--- src/rtl/dds_pkg.sv ---
// Shared FSM state type and default parameter values for the DDS address generator.
package dds_pkg;

  typedef enum logic [1:0] {
    ST_IDLE   = 2'd0,
    ST_ADDR   = 2'd1,
    ST_LATCH  = 2'd2,
    ST_STROBE = 2'd3
  } dds_state_e;

  localparam int unsigned DEF_ACC_W      = 32'd24;
  localparam int unsigned DEF_SAMPLE_DIV = 32'd1000;
  localparam int unsigned DEF_FTW_MIN    = 32'd1;

  function automatic int unsigned def_ftw(input int unsigned acc_w);
    return 32'd1 << (acc_w - 32'd8);
  endfunction

  // Narrow accumulators would give a fractional step; fall back to 1.
  function automatic int unsigned def_ftw_step(input int unsigned acc_w);
    if (acc_w < 32'd10) begin
      return 32'd1;
    end else begin
      return 32'd1 << (acc_w - 32'd10);
    end
  endfunction

  function automatic int unsigned def_ftw_max(input int unsigned acc_w);
    return 32'd1 << (acc_w - 32'd1);
  endfunction

endpackage

--- src/rtl/dds_addr_gen_btn_edge.sv ---
// Two-flop synchroniser plus rising-edge pulse for a debounced button level.
module btn_edge
  import dds_pkg::*;
(
  input  logic clk,
  input  logic rst_n,
  input  logic btn_i,
  output logic rise_o
);

  logic [1:0] sync_q;
  logic       hist_q;

  // Flops reset high so a button held through reset release never reads as a press.
  always_ff @(posedge clk or negedge rst_n) begin
    if (!rst_n) begin
      sync_q <= 2'b11;
      hist_q <= 1'b1;
    end else begin
      sync_q <= {sync_q[0], btn_i};
      hist_q <= sync_q[1];
    end
  end

  assign rise_o = sync_q[1] & ~hist_q;

endmodule

--- src/rtl/dds_addr_gen.sv ---
// Phase-accumulator DDS address generator: sample divider, four-step sample
// sequencer driving a parallel DAC, and button-controlled frequency tuning word.
module dds_addr_gen
  import dds_pkg::*;
#(
  parameter int unsigned ACC_W       = DEF_ACC_W,
  parameter int unsigned SAMPLE_DIV  = DEF_SAMPLE_DIV,
  parameter int unsigned DEFAULT_FTW = def_ftw(ACC_W),
  parameter int unsigned FTW_STEP    = def_ftw_step(ACC_W),
  parameter int unsigned FTW_MIN     = DEF_FTW_MIN,
  parameter int unsigned FTW_MAX     = def_ftw_max(ACC_W)
) (
  input  logic             clk,
  input  logic             rst_n,
  input  logic             en,
  input  logic             btn_up,
  input  logic             btn_down,
  output logic [7:0]       address,
  input  logic [7:0]       spo,
  output logic [7:0]       dac_data,
  output logic             dac_wr_n,
  output logic [ACC_W-1:0] ftw
);

  localparam int unsigned DIV_W = $clog2(SAMPLE_DIV);
  localparam int unsigned XW    = ACC_W + 32'd1;

  localparam logic [DIV_W-1:0] DIV_LAST = DIV_W'(SAMPLE_DIV - 32'd1);
  localparam logic [XW-1:0]    STEP_X   = XW'(FTW_STEP);
  localparam logic [XW-1:0]    MIN_X    = XW'(FTW_MIN);
  localparam logic [XW-1:0]    MAX_X    = XW'(FTW_MAX);
  localparam logic [ACC_W-1:0] RST_FTW  = ACC_W'(DEFAULT_FTW);

  dds_state_e       state_q, state_d;
  logic [DIV_W-1:0] div_q, div_d;
  logic [ACC_W-1:0] acc_q, acc_d;
  logic [7:0]       address_q, address_d;
  logic [7:0]       dac_data_q, dac_data_d;
  logic             dac_wr_n_q, dac_wr_n_d;
  logic [ACC_W-1:0] ftw_q, ftw_d;

  logic             tick_s;
  logic             acc_ld_s;
  logic             data_ld_s;
  logic             up_rise_s;
  logic             dn_rise_s;
  logic [ACC_W-1:0] acc_sum_s;
  logic [XW-1:0]    up_sum_s;
  logic [XW-1:0]    dn_diff_s;

  btn_edge u_up (
    .clk    (clk),
    .rst_n  (rst_n),
    .btn_i  (btn_up),
    .rise_o (up_rise_s)
  );

  btn_edge u_down (
    .clk    (clk),
    .rst_n  (rst_n),
    .btn_i  (btn_down),
    .rise_o (dn_rise_s)
  );

  // Divider parks at zero while disabled so the first tick lands SAMPLE_DIV cycles after enable.
  always_comb begin
    tick_s = en && (div_q == DIV_LAST);
    div_d  = div_q;
    if (!en || tick_s) begin
      div_d = '0;
    end else begin
      div_d = div_q + DIV_W'(1);
    end
  end

  // Sequencer state register.
  always_ff @(posedge clk or negedge rst_n) begin
    if (!rst_n) begin
      state_q <= ST_IDLE;
    end else begin
      state_q <= state_d;
    end
  end

  // Next state: only IDLE waits for a tick; a started sample always runs to STROBE.
  always_comb begin
    state_d = ST_IDLE;
    case (state_q)
      ST_IDLE:   state_d = tick_s ? ST_ADDR : ST_IDLE;
      ST_ADDR:   state_d = ST_LATCH;
      ST_LATCH:  state_d = ST_STROBE;
      ST_STROBE: state_d = ST_IDLE;
      default:   state_d = ST_IDLE;
    endcase
  end

  // Sequencer load enables.
  always_comb begin
    acc_ld_s  = 1'b0;
    data_ld_s = 1'b0;
    case (state_q)
      ST_IDLE:   acc_ld_s  = tick_s;
      ST_ADDR:   data_ld_s = 1'b1;
      ST_LATCH:  data_ld_s = 1'b0;
      ST_STROBE: data_ld_s = 1'b0;
      default: begin
        acc_ld_s  = 1'b0;
        data_ld_s = 1'b0;
      end
    endcase
  end

  // Datapath next values; tuning-word math is one bit wider so clamps see true overflow.
  always_comb begin
    acc_sum_s  = acc_q + ftw_q;
    up_sum_s   = {1'b0, ftw_q} + STEP_X;
    dn_diff_s  = {1'b0, ftw_q} - STEP_X;
    acc_d      = acc_q;
    address_d  = address_q;
    dac_data_d = dac_data_q;
    ftw_d      = ftw_q;
    dac_wr_n_d = (state_d != ST_STROBE);
    if (acc_ld_s) begin
      acc_d     = acc_sum_s;
      address_d = acc_sum_s[ACC_W-1 -: 8];
    end else begin
      acc_d     = acc_q;
      address_d = address_q;
    end
    if (data_ld_s) begin
      dac_data_d = spo;
    end else begin
      dac_data_d = dac_data_q;
    end
    if (up_rise_s && !dn_rise_s) begin
      ftw_d = (up_sum_s > MAX_X) ? MAX_X[ACC_W-1:0] : up_sum_s[ACC_W-1:0];
    end else if (dn_rise_s && !up_rise_s) begin
      ftw_d = (dn_diff_s[ACC_W] || (dn_diff_s < MIN_X)) ? MIN_X[ACC_W-1:0] : dn_diff_s[ACC_W-1:0];
    end else begin
      ftw_d = ftw_q;
    end
  end

  // Datapath registers; reset also cancels any strobe of a sample in flight.
  always_ff @(posedge clk or negedge rst_n) begin
    if (!rst_n) begin
      div_q      <= '0;
      acc_q      <= '0;
      address_q  <= 8'h00;
      dac_data_q <= 8'h00;
      dac_wr_n_q <= 1'b1;
      ftw_q      <= RST_FTW;
    end else begin
      div_q      <= div_d;
      acc_q      <= acc_d;
      address_q  <= address_d;
      dac_data_q <= dac_data_d;
      dac_wr_n_q <= dac_wr_n_d;
      ftw_q      <= ftw_d;
    end
  end

  assign address  = address_q;
  assign dac_data = dac_data_q;
  assign dac_wr_n = dac_wr_n_q;
  assign ftw      = ftw_q;

endmodule

--- config.mk ---
export PLATFORM = sky130hd
export DESIGN_NAME = dds_addr_gen
export DESIGN_NICKNAME = d
export VERILOG_FILES = /design/src/rtl/dds_pkg.sv /design/src/rtl/dds_addr_gen_btn_edge.sv /design/src/rtl/dds_addr_gen.sv
export SDC_FILE = /design/constraint.sdc
export NUM_CORES = 1
export LEC_CHECK = 0
export ABC_AREA = 1
export CORE_MARGIN = 2
export CORE_UTILIZATION = 51
export CTS_CLUSTER_SIZE = 25
export DETAILED_ROUTE_END_ITERATION = 8
export MAX_ROUTING_LAYER = met4
export PLACE_DENSITY = 0.75
export SETUP_SLACK_MARGIN = 0.05
export SLEW_MARGIN = 20
export SYNTH_ARGS = -nofsm -noshare
export SYNTH_HDL_FRONTEND = slang
export SYNTH_SLANG_ARGS = --single-unit
--- constraint.sdc ---
create_clock -name clk -period 1.67 [get_ports clk]
set_input_delay 0.334 -clock clk [delete_from_list [all_inputs] [get_ports clk]]
set_output_delay 0.334 -clock clk [all_outputs]
set_load 0.05 [all_outputs]
## Word level (Yosys, flattened, before mapping)

Cells that the tools add are included.
W data, S select, Z words.

| storage, ports and cells | value |
|---|---|
| register bits after elaboration | 83 |
| logic and storage cells | 45 |
| output and inout bits | 41 |

| cells by class | value |
|---|---|
| $lt $le $gt $ge | 2 |
| $add $sub $neg | 4 |
| bitwise operators | 4 |
| reduce and logical (&&, ||, !) cells | 10 |
| mux-type cells | 9 |
| equality and inequality tests | 5 |

Operators by type and width:

| kind | count |
|---|---|
| $mux W24 | 4 |
| $add A24 B15 Y25 const B | 1 |
| $gt A25 B24 Y1 const B | 1 |
| $lt A25 B1 Y1 const B | 1 |
| $sub A24 B15 Y25 const B | 1 |
| $add A24 B24 Y24 | 1 |
| $add A10 B1 Y10 const B | 1 |
| $eq A10 B10 Y1 const B | 1 |
| $mux W10 | 1 |
| $pmux W2 S4 | 1 |
| $eq A2 B2 Y1 const B | 2 |
| $logic_and A1 B1 Y1 | 3 |
| $logic_not A1 Y1 | 3 |
| $mux W1 | 3 |
| $and A1 B1 Y1 | 2 |
| $eq A2 B1 Y1 const B | 1 |
| $logic_not A2 Y1 | 1 |
| $logic_or A1 B1 Y1 | 2 |
| $ne A2 B2 Y1 const B | 1 |
| $not A1 Y1 | 2 |
| $reduce_bool A2 Y1 | 1 |

## Longest topological paths before layout

| depth | value |
|---|---|
| depth after elaboration | 6 |
| depth in mapped cells | 14 |

## Cells and area by module

From an unflattened synthesis, not the netlist that was laid out.

| second synthesis, totals | value |
|---|---|
| cells, all modules | 543 |
| area total of the unflattened synthesis | 4141.5 um^2 |

By module, submodules not included:

| module | cells an instance | instances | area an instance (um^2) | sequential area each (um^2) |
|---|---|---|---|---|
| dds_addr_gen | 533 | 1 | 3963.8 | 1403.8 |
| btn_edge | 5 | 2 | 88.8 | 78.8 |

## Worst setup path after synthesis

OpenSTA, ideal clock, no wires.

| path | value |
|---|---|
| kind | register -> register |
| start point | register ftw_q[14], in the netlist ftw[14] |
| end point | register ftw_q[14], in the netlist ftw[14] |
| required time | 1553 ps |
| path buffers | 0 |
| stages on the path, launching flop included | 13 |
| setup slack | -528 ps |
| library setup time | 117 ps |
| data arrival time | 2081 ps |
| cell sequence | dfrtp_1 inv_2 ha_1 xnor2_1 nand2_1 nor2_1 nand2_1 nor2_2 nand3_4 nand2_2 nand2_1 nand3_2 nand2_2 |

| on the way | value |
|---|---|
| longest elaborated chain between the ends | 6 |

RTL lines:

| element | RTL line | source |
|---|---|---|
| start, declared | dds_addr_gen.sv:40 | `logic [ACC_W-1:0] ftw_q, ftw_d;` |
| start signal, assigned | dds_addr_gen.sv:159 | `ftw_q <= ftw_d;` |
| $sub A24 B15 Y25 | dds_addr_gen.sv:117 | `dn_diff_s = {1'b0, ftw_q} - STEP_X;` |
| $lt A25 B1 Y1 | dds_addr_gen.sv:138 | `ftw_d = (dn_diff_s[ACC_W] \|\| (dn_diff_s < MIN_X)) ? MIN_X[ACC_W-1:0] : dn_diff_s[ACC_W-1:0];` |
| $logic_or A1 B1 Y1 | dds_addr_gen.sv:138 |  |
| $mux W24 | dds_addr_gen.sv:138 |  |
| $mux W24 | dds_addr_gen.sv:137 | `end else if (dn_rise_s && !up_rise_s) begin` |
| $mux W24 (*) | dds_addr_gen.sv:135 | `if (up_rise_s && !dn_rise_s) begin` |

Mark *: on every way between the ends. The rest lies on a longest branch, timed or not. The select of a mux whose other input is x is not followed.
A chain may end at the register's enable or synchronous reset.

## Worst setup path in the final report

| path | value |
|---|---|
| start point | register ftw_q[16], in the netlist ftw[16] |
| end point | register ftw_q[18], in the netlist ftw[18] |

The elaborated chain is that of the path after synthesis.

==> flow_metrics.env <==
export IMPL_status="finished, violations left"
export IMPL_violations="setup timing"
export IMPL_ys_seq_area_frac=0.371
export IMPL_hold_depth=0
export IMPL_fp_coreArea_um2=8090
export IMPL_die_x_um=94.9
export IMPL_vias=4176
export IMPL_cts_htree_levels=3
export IMPL_slowest_stage="dfstp_4"
export IMPL_n_antenna_cell=0
export IMPL_placed_cell_area_um2=5560
export IMPL_path_common_cell="nand2_1"
export IMPL_place_congestion=0.949
export IMPL_tns_ps=-4550
export IMPL_place_ws_ps=-272
export IMPL_layout_drive_gt1_share=0.430
export IMPL_critPathRequiredTime_ps=1970
export IMPL_synth_ff_type="dfrtp_1"
export IMPL_power_density_nw_per_um2=1340
export IMPL_drt_wirelength_per_cell_um=15.8
export IMPL_grt_pass1_vias=3933
export IMPL_finalCritPeriodShare=1.21
export IMPL_rsz0062_at_grt="true"
export IMPL_maxCapViolations=0
export IMPL_clkLatencyLatePin_ps=360
export IMPL_fin_area_um2=6420
export IMPL_max_freq_ghz=0.496
export IMPL_hold_class="reg -> reg"
export IMPL_numCtsBuffers=9
export IMPL_nets=706
export IMPL_cts_root_buf="clkbuf_8"
export IMPL_io_pins=54
export IMPL_portBuffers=40
export IMPL_initialDrtViolationCount=415
export IMPL_cts_sinks=62
export IMPL_leakagePower_nw=3.09
export IMPL_min_period_ps=2020
export IMPL_grt_max_degree=38
export IMPL_initial_core_util=0.520
export IMPL_vias_per_cell=5.34
export IMPL_antenna_left=0
export IMPL_path_cells="buf_12 -> nand3_4 -> nand2_1 -> nand2_2 -> nor2_1 -> nand2_1 -> nor2_1 -> nand3_1 -> nand2_4 -> nand3_1 -> nand2_1 -> nand2_1 -> nand2_1"
export IMPL_max_vdd_ir_drop_v=0.000658
export IMPL_min_to="u_up.sync_q[1]"
export IMPL_rr_endpoint="ftw[18]"
export IMPL_worstPathMaxFanout=6
export IMPL_gr_total_overflow=0
export IMPL_finalHoldViolCount=0
export IMPL_firstDrtPassIters=6
export IMPL_grt_use_total=0.268
export IMPL_drc_errors=0
export IMPL_syn_avg_cell_area_um2=7.92
export IMPL_drt_total_wl_um=12400
export IMPL_dp_final_hpwl_um=8240
export IMPL_min_from="u_up.sync_q[0]"
export IMPL_area_growth_pct=52.5
export IMPL_synth_edf_count=0
export IMPL_endpoint_kind="flip-flop"
export IMPL_syn_instance_count=532
export IMPL_slew_viol_final=0
export IMPL_rows=33
export IMPL_finalClockSkew_ps=10.6
export IMPL_die_h_um=94.9
export IMPL_post_route_util=0.794
export IMPL_cts_path_max_buffers=2
export IMPL_slowest_delay_ps=670
export IMPL_netlist_area_um2=4210
export IMPL_final_setup_viol_count=25
export IMPL_rr_startpoint="ftw[16]"
export IMPL_yosysUniqueCellTypes=45
export IMPL_cts_tree="built"
export IMPL_setup_worst_path_start_class="flip-flop"
export IMPL_worstPathArrival_ps=2310
export IMPL_fillers=503
export IMPL_antenna_found_initial=0
export IMPL_final_setup_worst_slack_ps=-346
export IMPL_synthArstFlopShare=1.00
export IMPL_regToRegSetupSlack_ps=-350
export IMPL_yosysWarnings=0
export IMPL_path_class="reg -> reg"
export IMPL_ys_ff_latch=62
export IMPL_reg2reg_depth=13
export IMPL_grt_pass1_wl_um=18000
export IMPL_dieArea_um2=9000
export IMPL_clk_pin_slew_ps=70
## per-stage QoR
step | total power [mW] | instances | hold slack (ps)
after floorplan | 4.35 | 544 | 38.4
after global placement | 6.31 | 736 | 269
after detailed placement | 6.42 | 736 | 269
after CTS | 8.29 | 768 | 359
after global routing | 9.04 | 782 | 361
final | 8.63 | 782 | 358
## registers in the layout, summed over array words and instances (netlist names)
register,flops
dac_wr_n,1
u_down.sync_q,2
dac_data,8
div_q,10
state_q,2
ftw,11
acc_q,24
u_up.hist_q,1
u_down.hist_q,1
u_up.sync_q,2
## repair_timing
item                                    CTS  global route
cloned                                    2             0
endpoints found under the setup margin   26            35
pin swaps                                37            42
hold endpoints to repair                 11             0
gates resized for setup                  41            55
hold buffers                              1             0
setup buffers                            13            17
## synth_stat cells, drive strengths merged (8+ instances only)
| cell type | instances | area share |
|---|---|---|
| a21oi | 16 | 0.019 |
| xnor2 | 9 | 0.019 |
| xor2 | 16 | 0.033 |
| buf | 27 | 0.051 |
| dfrtp | 54 | 0.32 |
| mux2 | 8 | 0.021 |
| nor3 | 14 | 0.023 |
| nand2 | 148 | 0.14 |
| o21ai | 15 | 0.022 |
| ha | 21 | 0.062 |
| inv | 60 | 0.053 |
| nor2 | 60 | 0.069 |
| dfstp | 8 | 0.050 |
| nand4 | 19 | 0.030 |
| nand3 | 37 | 0.055 |
## cells in the final DEF, fill, tap and decap left out, drive strengths merged, types with 8 or more instances in the layout
master,instances
nand2,148
buf,132
inv,60
nor2,60
dfrtp,54
nand3,38
ha,21
nand4,19
xor2,16
a21oi,16
o21ai,15
nor3,14
conb,13
clkdlybuf4s50,11
clkbuf,10
xnor2,9
mux2,8
dfstp,8
## critical path, delay by kind of cell, from the launching register on
| kind | cells | cell delay [ps] |
|---|---|---|
| buf+inv | 1 | 130 |
| flops | 1 | 670 |
| simple gates | 12 | 1170 |
## where the power goes
| part | internal (mW) | total, mW | switching (mW) |
|---|---|---|---|
| Sequential | 1.71 | 1.96 | 0.248 |
| Clock | 0.837 | 1.46 | 0.625 |
| Combinational | 2.45 | 5.21 | 2.75 |
## routing by layer
| metal | wire [µm] | GRT usage |
|---|---|---|
| met5 | 0 | - |
| met4 | 324 | 0.0894 |
| met3 | 716 | 0.0463 |
| met2 | 6440 | 0.462 |
| met1 | 4910 | 0.317 |
## area by class of cell
class	count	area (µm²)	area share
Multi-Input combinational cell	394	2800	0.435
Sequential cell	62	1580	0.247
Timing Repair Buffer	144	1460	0.227
Inverter	61	239	0.0372
Tap cell	105	131	0.0205
Clock buffer	10	128	0.0199
Clock inverter	6	86.3	0.0134
## cells by family (layout without fill, tap and decap cells)
| family | after synthesis | count (layout) | share of synthesized area |
|---|---|---|---|
| AO/OA/AOI/OAI | 40 | 40 | 0.0579 |
| XOR/XNOR | 25 | 25 | 0.0520 |
| adder cells (fa/ha/maj) | 21 | 21 | 0.0624 |
| buffers and inverters | 90 | 221 | 0.107 |
| flip-flops | 62 | 62 | 0.371 |
| multiplexers | 8 | 8 | 0.0214 |
| other | 1 | 13 | 0.000890 |
| AND/OR/NAND/NOR | 285 | 287 | 0.328 |
## worst max path at each step
stage	depth (start not counted)	end	startpoint	slack, ps
final	13	ftw[18]	ftw[16]	-350
after global routing	13	ftw[18]	ftw[16]	-470
after CTS	12	ftw[22]	ftw[15]	-230
after detailed placement	11	ftw[14]	ftw[15]	-270
after global placement	11	ftw[20]	ftw[15]	-250
after floorplan	10	acc_q[19]	ftw[14]	-160
(Power assumes the default switching activity.)
